<file path="config.mk">
export PLATFORM = sky130hd
export DESIGN_NAME = game_event_fifo_flat
export DESIGN_NICKNAME = d
export VERILOG_FILES = /design/src/rtl/game_pkg.sv /design/src/rtl/game_event_fifo_if.sv /design/src/rtl/game_event_fifo_sync_fifo.sv /design/src/rtl/game_event_fifo.sv /design/src/flat_wrapper.sv
export SDC_FILE = /design/constraint.sdc
export NUM_CORES = 1
export LEC_CHECK = 0
export CAP_MARGIN = 10
export CELL_PAD_IN_SITES_DETAIL_PLACEMENT = 1
export CELL_PAD_IN_SITES_GLOBAL_PLACEMENT = 1
export CORE_ASPECT_RATIO = 1.75
export CORE_MARGIN = 4
export CORE_UTILIZATION = 47
export DETAILED_ROUTE_END_ITERATION = 10
export PLACE_DENSITY = 0.81
export SLEW_MARGIN = 20
export SYNTH_ARGS = -nofsm -noshare
export SYNTH_HDL_FRONTEND = slang
export SYNTH_SLANG_ARGS = --single-unit
</file>
<file path="constraint.sdc">
create_clock -name clock -period 2.6 [get_ports clock]
set_input_delay 0.65 -clock clock [delete_from_list [all_inputs] [get_ports clock]]
set_output_delay 0.65 -clock clock [all_outputs]
set_load 0.02 [all_outputs]
</file>
<file path="src/rtl/game_pkg.sv">
// Shared definitions for the counter game stage and its event history FIFO.
package game_pkg;

    typedef enum logic [1:0] {
        NONE = 2'b00,
        LOSE = 2'b01,
        WIN  = 2'b10,
        OVER = 2'b11
    } ev_kind_t;

    localparam logic [1:0] W_LOSER  = 2'b01;
    localparam logic [1:0] W_WINNER = 2'b10;

    localparam logic [3:0] SCORE_LIMIT = 4'd15;

    // Record header; the counter snapshot is appended below it in the FIFO word.
    typedef struct packed {
        ev_kind_t    kind;
        logic [1:0]  who;
        logic [3:0]  ordinal;
    } game_event_t;

    function automatic logic [7:0] sat_inc8(input logic [7:0] v);
        return (v == 8'hFF) ? v : v + 8'd1;
    endfunction

endpackage

</file>
<file path="src/rtl/game_event_fifo_if.sv">
// Valid/ready drain port of the game event FIFO.
interface game_event_fifo_if #(parameter int COUNTER_SIZE = 3);

    logic                      ev_valid;
    logic                      ev_ready;
    logic [8+COUNTER_SIZE-1:0] ev_data;

    modport master (output ev_valid, output ev_data, input ev_ready);
    modport slave  (input ev_valid, input ev_data, output ev_ready);

endinterface

</file>
<file path="src/rtl/game_event_fifo_sync_fifo.sv">
// Synchronous FIFO with wrap-bit pointers; head word is read straight from storage.
module sync_fifo #(
    parameter int WIDTH = 11,
    parameter int DEPTH = 8
) (
    input  logic             clock,
    input  logic             reset_n,
    input  logic             wr_en,
    input  logic [WIDTH-1:0] wr_data,
    input  logic             rd_ready,
    output logic             rd_valid,
    output logic [WIDTH-1:0] rd_data,
    output logic             full,
    output logic             empty
);

    localparam int AW = $clog2(DEPTH);

    logic [AW:0]      wr_ptr_r;
    logic [AW:0]      rd_ptr_r;
    logic [WIDTH-1:0] mem_r [DEPTH];
    logic             do_wr_s;
    logic             do_rd_s;

    assign empty    = (wr_ptr_r == rd_ptr_r);
    assign full     = (wr_ptr_r[AW] != rd_ptr_r[AW]) &&
                      (wr_ptr_r[AW-1:0] == rd_ptr_r[AW-1:0]);
    assign rd_valid = ~empty;
    assign rd_data  = mem_r[rd_ptr_r[AW-1:0]];
    assign do_rd_s  = rd_valid & rd_ready;
    // A write into a full FIFO is accepted only when the head leaves in the same cycle.
    assign do_wr_s  = wr_en & (~full | do_rd_s);

    // Read and write pointer advance.
    always_ff @(posedge clock or negedge reset_n) begin
        if (!reset_n) begin
            wr_ptr_r <= '0;
            rd_ptr_r <= '0;
        end else begin
            if (do_wr_s) begin
                wr_ptr_r <= wr_ptr_r + (AW+1)'(1);
            end
            if (do_rd_s) begin
                rd_ptr_r <= rd_ptr_r + (AW+1)'(1);
            end
        end
    end

    // Storage, cleared on reset so the idle head word reads zero.
    always_ff @(posedge clock or negedge reset_n) begin
        if (!reset_n) begin
            for (int i = 0; i < DEPTH; i++) begin
                mem_r[i] <= '0;
            end
        end else if (do_wr_s) begin
            mem_r[wr_ptr_r[AW-1:0]] <= wr_data;
        end
    end

endmodule

</file>
<file path="src/rtl/game_event_fifo.sv">
// Converts counter-stage outcomes into event records, buffers them, and keeps mirror scores.
module game_event_fifo
    import game_pkg::*;
#(
    parameter int COUNTER_SIZE = 3,
    parameter int DEPTH        = 8
) (
    input  logic                    clock,
    input  logic                    reset_n,
    input  logic                    winner,
    input  logic                    loser,
    input  logic                    gameover,
    input  logic [1:0]              who,
    input  logic [COUNTER_SIZE-1:0] counter_value,
    input  logic                    clr_ovf,
    output logic [3:0]              score_win,
    output logic [3:0]              score_lose,
    output logic                    overflow,
    output logic [7:0]              drop_count,
    game_event_fifo_if.master       ev
);

    game_event_t hdr_s;
    logic        push_s;
    logic        pop_s;
    logic        drop_s;
    logic        full_s;
    logic        empty_s;
    logic [3:0]  score_win_r;
    logic [3:0]  score_lose_r;
    logic        overflow_r;
    logic [7:0]  drop_count_r;

    // Event selection: gameover absorbs any coincident win/lose, loser beats winner.
    always_comb begin
        push_s = 1'b0;
        hdr_s  = '{kind: NONE, who: 2'b00, ordinal: 4'd0};
        if (gameover) begin
            push_s        = 1'b1;
            hdr_s.kind    = OVER;
            hdr_s.who     = who;
            hdr_s.ordinal = SCORE_LIMIT;
        end else if (loser) begin
            push_s        = 1'b1;
            hdr_s.kind    = LOSE;
            hdr_s.ordinal = score_lose_r + 4'd1;
        end else if (winner) begin
            push_s        = 1'b1;
            hdr_s.kind    = WIN;
            hdr_s.ordinal = score_win_r + 4'd1;
        end else begin
            push_s = 1'b0;
        end
    end

    assign pop_s  = ~empty_s & ev.ev_ready;
    assign drop_s = push_s & full_s & ~pop_s;

    sync_fifo #(
        .WIDTH (8 + COUNTER_SIZE),
        .DEPTH (DEPTH)
    ) u_fifo (
        .clock    (clock),
        .reset_n  (reset_n),
        .wr_en    (push_s),
        .wr_data  ({hdr_s, counter_value}),
        .rd_ready (ev.ev_ready),
        .rd_valid (ev.ev_valid),
        .rd_data  (ev.ev_data),
        .full     (full_s),
        .empty    (empty_s)
    );

    // Mirror scores; they advance even when the record itself is dropped.
    always_ff @(posedge clock or negedge reset_n) begin
        if (!reset_n) begin
            score_win_r  <= 4'd0;
            score_lose_r <= 4'd0;
        end else if (gameover) begin
            score_win_r  <= 4'd0;
            score_lose_r <= 4'd0;
        end else if (loser) begin
            score_lose_r <= score_lose_r + 4'd1;
        end else if (winner) begin
            score_win_r <= score_win_r + 4'd1;
        end
    end

    // Drop tracking; a clear in the same cycle as a drop wins and the drop is not counted.
    always_ff @(posedge clock or negedge reset_n) begin
        if (!reset_n) begin
            overflow_r   <= 1'b0;
            drop_count_r <= 8'd0;
        end else if (clr_ovf) begin
            overflow_r   <= 1'b0;
            drop_count_r <= 8'd0;
        end else if (drop_s) begin
            overflow_r   <= 1'b1;
            drop_count_r <= sat_inc8(drop_count_r);
        end
    end

    assign score_win  = score_win_r;
    assign score_lose = score_lose_r;
    assign overflow   = overflow_r;
    assign drop_count = drop_count_r;

endmodule

</file>
<file path="src/flat_wrapper.sv">
// flat-port wrapper written by rule: the top's interface ports become plain ports
module game_event_fifo_flat import game_pkg::*;
#(
    parameter int COUNTER_SIZE = 3,
    parameter int DEPTH        = 8
)
  (clock, reset_n, winner, loser, gameover, who, counter_value, clr_ovf, score_win, score_lose, overflow, drop_count, ev_ev_valid, ev_ev_data, ev_ev_ready);
  game_event_fifo_if #(.COUNTER_SIZE(COUNTER_SIZE)) ev_i ();
  input  logic clock;
  input  logic reset_n;
  input  logic winner;
  input  logic loser;
  input  logic gameover;
  input  logic [1:0] who;
  input  logic [COUNTER_SIZE-1:0] counter_value;
  input  logic clr_ovf;
  output logic [3:0] score_win;
  output logic [3:0] score_lose;
  output logic overflow;
  output logic [7:0] drop_count;
  output wire logic [$bits(ev_i.ev_valid)-1:0] ev_ev_valid;
  output wire logic [$bits(ev_i.ev_data)-1:0] ev_ev_data;
  input wire logic [$bits(ev_i.ev_ready)-1:0] ev_ev_ready;
  assign ev_ev_valid = ev_i.ev_valid;
  assign ev_ev_data = ev_i.ev_data;
  assign ev_i.ev_ready = ev_ev_ready;
  game_event_fifo #(.COUNTER_SIZE(COUNTER_SIZE), .DEPTH(DEPTH)) u_core (.clock(clock), .reset_n(reset_n), .winner(winner), .loser(loser), .gameover(gameover), .who(who), .counter_value(counter_value), .clr_ovf(clr_ovf), .score_win(score_win), .score_lose(score_lose), .overflow(overflow), .drop_count(drop_count), .ev(ev_i));
endmodule
</file>
==> impl_metrics.csv <==
group,metric,value,unit
setup_path,cp_max_fo,6,
die,chipHeight,151,um
power,total_power,9.87,mW
layout,diodes,0,
layout,drive_above_1_share,0.293,
cts,cts_sinks,113,
grt,grt_pass1_wl,25700,um
cts,clock_latency,0.42,ns
synthesis,ys.warnings.count,0,
setup_path,crit_type,"reg2out",
cts,hold_buffers,0,
sta,setup_viol,11,
route,first_iter_violations,193,
sta,worst_slack,-0.129,ns
grt,grt_use_total,0.266,
setup_path,critical_path_arrival,2.08,ns
power,powerDensity,1430,nW/um2
die,die_area,13500,um2
synthesis,yosysSeqAreaShare,0.518,
die,ioPinCount,41,
synthesis,synth_nets,481,
hold_path,hold_class,"in2async",
place,place.gp.congestion,0.759,
layout,fin_util,0.614,
layout,nets,553,
synthesis,ys_types,36,
route,final_antenna_net_count,0,
place,placed_cell_area,6160,um2
sta,relSlewSlack,0.512,
layout,fin_area,6890,um2
setup_path,r2r_slack,0.22,ns
route,drc,0,
die,rows,51,
setup_path,critPathLaunch,"u_core.u_fifo.rd_ptr_r[0]",
power,peakVddDrop,0.810,mV
grt,grt_max_degree,45,
route,vias_per_cell,5.98,
cts,numCtsBuffers,17,
sta,worst_pin_slew,0.733,ns
sta,timing.setup.tns,-0.830,ns
grt,grt-ovfl-total,0,
sta,period_share,1.05,
synthesis,avgSynthCellArea,11.8,um2
route,vias,4073,
cts,cts_tree,"yes",
sta,period_minus_slack,2.73,ns
grt,grt_antenna_before_repair,0,
place,pre_cts_ws,-0.297,ns
status,violations,"setup timing",
synthesis,syn_inst,464,
sta,skew,0.00765,ns
place,dpl.hpwl,10300,um
flow_run,cap_violations,0,
route,avgRoutedWirePerCell,24.1,um
grt,grt_pass1_vias,4714,
cts,cts_root_buf,"clkbuf_16",
layout,syn_to_final_growth,26.3,%
setup_path,slowest_stage,"dfrtp_2",
sta,rsz0062_at_grt,"true",
cts,clk_pin_slew_worst_paths,0.05,ns
route,wl,16400,um
setup_path,crit_chain,"buf_12, buf_12, mux4_2, mux2_4, buf_6",
route,firstDrtPassIters,4,
setup_path,start_kind,"flip-flop",
status,outcome,"finished, violations left",
synthesis,syn_area,5460,um2
layout,num-fill-cells,1132,
cts,clk_path_buf_depth,2,
cts,cts-htree-levels,4,
sta,finalHoldViolCount,0,
setup_path,r2r_start,"u_core.u_fifo.rd_ptr_r[0]",
die,dieWidth,89.4,um
setup_path,cp_common_cell,"buf_12",
setup_path,cpPeakStageDelay,0.49,ns
synthesis,ys_ff_latch,113,
die,floorplan.initialDensity,0.486,
setup_path,required,1.95,ns
place,portBuffers,40,
power,leakage,2.90,nW
sta,final_max_slew_viol_count,0,
setup_path,endpoint_kind,"output pin",
die,design.core.area,11200,um2
sta,timing.fmax,366,MHz
-- cells in the final DEF, fill, tap and decap left out, types with 3 or more instances in the layout --
cell,synthesis,final
clkbuf_2,0,3
a21oi_4,7,7
bufinv_16,0,3
xor2_1,12,12
mux2_4,0,9
a21oi_1,50,50
mux4_2,22,22
a221oi_1,4,4
buf_4,4,32
nand4_1,5,5
o21ai_0,19,17
buf_2,10,3
nor2_1,68,68
nand4b_1,3,3
buf_12,1,8
dfrtp_1,113,112
and3_1,5,5
mux2i_1,4,4
clkinv_2,0,3
nand3_1,27,27
buf_6,6,11
xnor2_1,12,11
mux2_2,36,27
inv_1,18,18
nand2_1,7,7
clkbuf_16,0,17
clkinvlp_4,0,4
ha_1,5,5
clkdlybuf4s50_1,0,27
-- worst paths after layout --
kind / cells past startpoint / end
min reg2reg: 1 / u_core.u_fifo.wr_ptr_r[3]
max reg2reg: 6 / u_core.u_fifo.mem_r[34]
max in group asynchronous: 2 / u_core.u_fifo.mem_r[21]
max: 5 / ev_ev_data[3]
min in group clock: 1 / u_core.u_fifo.wr_ptr_r[3]
min: 1 / u_core.overflow
-- timing repair --
| action | 4_1_cts | 5_1_grt |
|---|---|---|
| setup buffers | 5 | 1 |
| resized for setup | 77 | 8 |
| cloned | 1 | 0 |
| endpoints found under the setup margin | 12 | 12 |
-- logic make-up after synthesis --
family	Yosys count	share of synthesized area
flops	113	0.518
compound gates	84	0.0966
buf+inv	49	0.0500
xor+xnor	24	0.0385
simple gates	127	0.113
fa+ha+maj	5	0.0115
mux	62	0.172
-- metrics by stage --
step | hold WS (ns) | std cells
floorplan | 0.354 | 464
global placement | 0.479 | 640
detailed placement | 0.480 | 640
CTS | 0.268 | 677
global route | 0.288 | 681
finish | 0.236 | 681
-- state kept, by name, indices dropped and copies added (netlist names) --
signal and count:
u_core.u_fifo.mem_r 88, u_core.drop_count 8, u_core.score_lose 4, u_core.score_win 4
u_core.u_fifo.rd_ptr_r 4, u_core.u_fifo.wr_ptr_r 4, u_core.overflow 1
-- cells in the mapped netlist --
library cell  count  share of area
ha_1              5          0.011
nand3_4           1         0.0032
or3_1             2         0.0023
nand2b_1          1         0.0011
and3_1            5         0.0057
nand2_1           7         0.0048
nand4b_1          3         0.0048
clkbuf_1          4         0.0028
buf_4             4         0.0055
nor3_1            1        0.00092
nor2b_1           2         0.0023
dfrtp_1         113           0.52
a21oi_1          50          0.046
xor2_1           12          0.019
a311oi_1          1         0.0016
buf_2            10         0.0092
mux2i_1           4         0.0073
buf_1             6         0.0041
a21oi_2           2         0.0032
inv_1            18          0.012
nor2_1           68          0.047
mux4_2           22          0.091
nand3_1          27          0.025
or4b_1            2         0.0037
a31oi_1           1         0.0011
nor2_4            1         0.0021
a21oi_4           7          0.021
nand4_1           5         0.0057
mux2_2           36          0.074
xnor2_1          12          0.019
nand3b_1          1         0.0014
a221oi_1          4         0.0064
buf_6             6          0.012
nor3_4            1         0.0030
buf_12            1         0.0037
o21ai_0          19          0.017
-- power by group --
group,internal (mW),switching (mW)
registers,2.49,0.562
logic,2.21,2.21
clock network,1.53,0.862
-- metal layers --
| metal | vias up | track usage | part of all wire |
|---|---|---|---|
| met4 | 0 | 0.154 | 0.046 |
| met2 | 126 | 0.468 | 0.56 |
| met1 | 2118 | 0.281 | 0.36 |
| met3 | 52 | 0.0619 | 0.037 |
| li1 | 1777 | - | - |
| met5 | - | 0 | 0 |
-- worst max-delay path, delay by kind of cell (launching register included) --
| kind | cells | cell delay [ns] |
|---|---|---|
| buffers and inverters | 3 | 0.40 |
| flip-flops | 1 | 0.49 |
| multiplexers | 2 | 0.76 |
-- final cells by class --
| class | instances | area [um2] | area share |
|---|---|---|---|
| clock buffers | 19 | 443 | 0.0643 |
| clock inverters | 13 | 161 | 0.0234 |
| inverters | 18 | 67.6 | 0.00981 |
| multi-input cells | 302 | 2400 | 0.348 |
| flip-flops and latches | 113 | 2830 | 0.411 |
| well taps | 132 | 165 | 0.0240 |
| repair buffers | 84 | 825 | 0.120 |
Power figures use the tool's default switching activity.
==> edit 1: new RTL, config.mk and constraints unchanged <==
Put one more register stage on the output `drop_count`, with the module's reset. The value now appears one clock later. The other outputs are not delayed to match.
--- a/src/rtl/game_event_fifo.sv
+++ b/src/rtl/game_event_fifo.sv
@@ -104,5 +104,11 @@
     assign score_lose = score_lose_r;
     assign overflow   = overflow_r;
-    assign drop_count = drop_count_r;
+    always_ff @(posedge clock or negedge reset_n) begin
+        if (!reset_n) begin
+            drop_count <= '0;
+        end else begin
+            drop_count <= drop_count_r;
+        end
+    end
 
 endmodule
Function: same outputs for any inputs over 4 cycles, from zero or initial values and one cycle with reset_n low; that may be too few to reach the edited logic, so the function may still have changed.
==> edit 1 against the original RTL <==
  * The run still ends with negative setup slack left
  * Sequential cell count up 8
  * Design area grew 1.5%
  * Register-to-register slack got worse by 40 ps
  * Critical path depth decreased by 1
  * Power rose by 0.43%
  * Synthesized cell count up 0.43%
  * Routed wire length up 3.1%
  * Area after synthesis increased by 2.2%
  * Setup slack improved by 19 ps
  * Utilization decreased by 0.98 points
  * First-iteration DRC count is 7.3% higher
  * Largest power group unchanged
  * Highest routed layer unchanged
==> edit 1: results (changes against the original RTL) <==
global_routing:
  grt_pass1_wl_mm: 27.4  # was 25.7 mm
  grtUsageTotal_pct: 26.3  # was 26.6%
  grt_max_degree: 47  # was 45
  grt_pass1_vias: 4868  # was 4,714
  met2_usage_pct: 48.9  # was 46.8%
layout:
  nClkBuffers: 20  # was 19
  nonClockInverterCount: 20  # was 18
  final_area_sq_um: 6990  # was 6890 sq um
  multi_input_area_share_pct: 33.6  # was 34.8%
  n_all_buffers: 81  # was 84
  nFillCells: 1152  # was 1,132
  clock_cell_area_share_pct: 8.32  # was 8.77%
  buffer_area_share_pct: 11.3  # was 12.0%
  seq_area_share_pct: 43.3  # was 41.1%
  multi_input_comb_cells: 296  # was 302
sta:
  hold_slack_ps: 252  # was 236 ps
  fin_skew_ps: 5.95  # was 7.65 ps
  relSlewSlack_pct: 27.0  # was 51.2%
  setup_viol: 9  # was 11
  final.setup.worst_slack_ps: -110  # was -129 ps
synth:
  ys_types: 32  # was 36
  synthCells: 466  # was 464
  ys_seq_area_share_pct: 54.3  # was 51.8%
  synthTopCellsByCount: "dfrtp_1 (121), nor2_1 (64), a21oi_1 (55), mux2_2 (35), nand3_1 (24)"  # was dfrtp_1 (113), nor2_1 (68), a21oi_1 (50), mux2_2 (36), nand3_1 (27)
  synth_area_leaders: "dfrtp_1 (54%), mux4_2 (8.9%), mux2_2 (7.1%)"  # was dfrtp_1 (52%), mux4_2 (9.1%), mux2_2 (7.4%)
  syn_nets: 483  # was 481
  yosys_register_bits: 121  # was 113
setup_path:
  worstPathArrival_ps: 2060  # was 2080 ps
  path_max_fanout: 7  # was 6
  reg2reg_setup_slack_ps: 180  # was 220 ps
  slowest_stage: "mux4_2"  # was dfrtp_2
  slowest_delay_ps: 530  # was 490 ps
route:
  m1WireLength_mm: 5.71  # was 5.83 mm
  drtIter0Drc: 207  # was 193
  route.met2.wl_mm: 9.58  # was 9.20 mm
  routed_wirelength_mm: 16.9  # was 16.4 mm
  vias: 4157  # was 4,073
power_and_ir_drop:
  vdd_ir_drop_max_v: 0.000800  # was 0.000810 V
  p_switching_mw: 3.61  # was 3.63 mW
placed_design:
  dp.cells: 650  # was 640
  placed_area_sq_um: 6310  # was 6160 sq um
  dp_hpwl_mm: 10.5  # was 10.3 mm
run_status:
  status: "complete, but fails checks"  # unchanged
  violations: "negative setup slack"  # unchanged
[edit 1: cell types whose count changed after synthesis, sizes merged, moves of 3 or more]
cell     change
nand2        +4
nor2         -5
nand3        -4
and3         -4
dfrtp        +8
or3          +6
clkbuf       +6
a2111oi      +6
buf          -8
nand4b       -3
o21ai        +4
[edit 1: logic make-up (layout without fill, tap and decap cells)]
kind of cell / count (synthesis) / after routing / synth area share (%)
flip-flops: 121 / 121 / 54.3
AND/OR/NAND/NOR: 118 / 118 / 9.52
AO/OA/AOI/OAI: 92 / 92 / 10.8
multiplexers: 60 / 60 / 16.5
buffers and inverters: 49 / 130 / 4.40
XOR/XNOR: 21 / 21 / 3.30
adder cells (fa/ha/maj): 5 / 5 / 1.12
[edit 1: repair_timing]
item | 4_1_cts | 5_1_grt
buffers inserted | 3 | 0
gates resized for setup | 85 | 5
pin swaps | 2 | 0
setup endpoints to repair | 12 | 12
cloned | 1 | 0
==> edit 2: new RTL, same flow settings <==
Made on the original files. `COUNTER_SIZE` is set to 3 in 3 places; all go to 2.
--- a/src/rtl/game_event_fifo_if.sv
+++ b/src/rtl/game_event_fifo_if.sv
@@ -1,4 +1,4 @@
 // Valid/ready drain port of the game event FIFO.
-interface game_event_fifo_if #(parameter int COUNTER_SIZE = 3);
+interface game_event_fifo_if #(parameter int COUNTER_SIZE = 2);
 
     logic                      ev_valid;
--- a/src/rtl/game_event_fifo.sv
+++ b/src/rtl/game_event_fifo.sv
@@ -3,5 +3,5 @@
     import game_pkg::*;
 #(
-    parameter int COUNTER_SIZE = 3,
+    parameter int COUNTER_SIZE = 2,
     parameter int DEPTH        = 8
 ) (
--- a/src/flat_wrapper.sv
+++ b/src/flat_wrapper.sv
@@ -2,5 +2,5 @@
 module game_event_fifo_flat import game_pkg::*;
 #(
-    parameter int COUNTER_SIZE = 3,
+    parameter int COUNTER_SIZE = 2,
     parameter int DEPTH        = 8
 )
Interface: changed (resized counter_value and ev_ev_data); port bits go from 41 to 39. No check against the original RTL was run, so the function may have changed too.
==> edit 2 against the original RTL <==
  * The flow still finishes with violations (negative setup slack)
  * Setup slack improved by 85 ps
  * Area after synthesis fell by 7.6%
  * Power fell by 17%
  * Design area fell by 11%
  * Count of clock-buffer cells in the layout fell by 10
  * Routed wire length fell by 17%
  * Largest power group unchanged
  * Sequential cell count fell by 8
  * Global-route usage fell by 3.1 points
  * Sequential power fell by 9.8%
  * Critical endpoint is now ev_ev_data[9]
==> edit 2: results (changes against the original RTL) <==
synth:
  synthTopCellsByCount: "dfrtp_1 (105), nor2_1 (63), a21oi_1 (55), mux2_2 (26), nand3_1 (23)"  # was dfrtp_1 (113), nor2_1 (68), a21oi_1 (50), mux2_2 (36), nand3_1 (27)
  syn_nets: 450  # was 481
  synth_area_leaders: "dfrtp_1 (52%), mux4_2 (8.9%), mux2_2 (5.8%)"  # was dfrtp_1 (52%), mux4_2 (9.1%), mux2_2 (7.4%)
global_routing:
  grt_max_degree: 58  # was 45
  grt_pass1_vias: 4244  # was 4,714
  grt_pass1_wl_mm: 22.9  # was 25.7 mm
clock_network:
  clk-insertion-delay-late_ps: 350  # was 420 ps
  post_cts_resized: 68  # was 77
  post-cts-setup-buffer-count: 3  # was 5
  clk_pin_slew_ps: 70  # was 50 ps
  h-tree-depth: 3  # was 4
sta:
  final.setup.worst_slack_ps: -44.1  # was -129 ps
  setup_viol: 4  # was 11
  relSlewSlack_pct: 44.7  # was 51.2%
  fin_skew_ps: 4.70  # was 7.65 ps
  setup_tns_ps: -66.2  # was -830 ps
  hold_slack_ps: 194  # was 236 ps
route:
  m1WireLength_mm: 5.26  # was 5.83 mm
  wl_met3_microns: 354  # was 614 microns
  routed_wirelength_mm: 13.6  # was 16.4 mm
  route.met2.wl_mm: 7.65  # was 9.20 mm
layout:
  largest_register_ffs: 80  # was 88
  nFillCells: 1074  # was 1,132
  drive_gt1_share_pct: 24.7  # was 29.3%
setup_path:
  path_max_fanout: 8  # was 6
  rr_endpoint: "u_core.u_fifo.mem_r[47]$_DFFE_PN0P_"  # was u_core.u_fifo.mem_r[34]$_DFFE_PN0P_
  worstPathArrival_ps: 1990  # was 2080 ps
run_status:
  violations: "negative setup slack"  # unchanged
  status: "complete, but fails checks"  # unchanged
power_and_ir_drop:
  vdd_ir_drop_max_v: 0.000600  # was 0.000810 V
  p_sw_share_pct: 37.2  # was 36.8%
  power_leakage_nw: 2.51  # was 2.90 nW
placed_design:
  gp_congestion: 0.799  # was 0.759
  dp_hpwl_mm: 9.06  # was 10.3 mm
  io_buffers: 38  # was 40
## edit 2: changes by cell type after synthesis, sizes merged, moves of 5 or more
cell,delta
mux2,-10
or4,+5
clkbuf,+5
buf,-8
nand3,-5
dfrtp,-8
nor2,-5
a2111oi,+6
## edit 2: cell type report
type | count | area [sq um] | area share, %
clock buffers | 9 | 225 | 3.67
clock inverters | 7 | 126 | 2.06
inverters | 19 | 71.3 | 1.16
multi-input cells | 282 | 2200 | 35.9
flip-flops and latches | 105 | 2630 | 42.9
well taps | 127 | 159 | 2.59
repair buffers | 76 | 722 | 11.8
## edit 2: how the worst max path moves through the flow
| stage | from | endpoint | slack [ps] | cells past startpoint |
|---|---|---|---|---|
| floorplan | u_core.u_fifo.rd_ptr_r[0]$_DFFE_PN0P_ | ev_ev_data[6] | 170 | 4 |
| global placement | gameover | u_core.drop_count[1]$_DFFE_PN0P_ | -450 | 7 |
| detailed placement | gameover | u_core.drop_count[1]$_DFFE_PN0P_ | -250 | 7 |
| CTS | u_core.u_fifo.rd_ptr_r[0]$_DFFE_PN0P_ | ev_ev_data[8] | -50 | 5 |
| global route | u_core.u_fifo.rd_ptr_r[0]$_DFFE_PN0P_ | ev_ev_data[9] | -80 | 5 |
| finish | u_core.u_fifo.rd_ptr_r[0]$_DFFE_PN0P_ | ev_ev_data[9] | -40 | 5 |
## edit 2: logic make-up (layout without fill, tap and decap cells)
family | Yosys count | count (layout) | share of synthesized area [%]
xor gates and xnor gates | 22 | 22 | 3.82
adders and majority gates | 5 | 5 | 1.24
DFF | 105 | 105 | 52.1
buffers and inverters | 47 | 111 | 4.84
AOI/OAI and AO/OA | 90 | 90 | 12.2
muxes | 49 | 49 | 15.3
and+or+nand+nor | 116 | 116 | 10.4
## edit 2: through the flow
stage | std cells | setup slack, ps
3_3_place_gp | 606 | -446
5_1_grt | 625 | -80.2
2_1_floorplan | 434 | 172
6_report | 625 | -44.1
4_1_cts | 626 | -48.2
3_5_place_dp | 606 | -246
## edit 2: routing by layer
| metal | GRT usage (%) | up-vias |
|---|---|---|
| met5 | 0 | - |
| met1 | 28.9 | 1948 |
| met2 | 41.7 | 70 |
| met3 | 2.50 | 22 |
| met4 | 9.05 | 0 |
| li1 | - | 1646 |
## edit 2: power by group through the flow
stage          Sequential (mW)  Clock (mW)  Combinational (mW)
5_1_grt                   2.84        1.68                4.15
6_report                  2.76        1.60                3.85
3_3_place_gp              2.69           0                3.43
2_1_floorplan             2.58           0                2.55
4_1_cts                   2.76        1.62                3.82
3_5_place_dp              2.75           0                3.62
## edit 2: worst max-delay path: stages, from the launching register on
cell	delay (ps)
dfrtp_2	480
buf_12	170
buf_6	100
mux4_2	470
mux2_4	280
buf_6	130
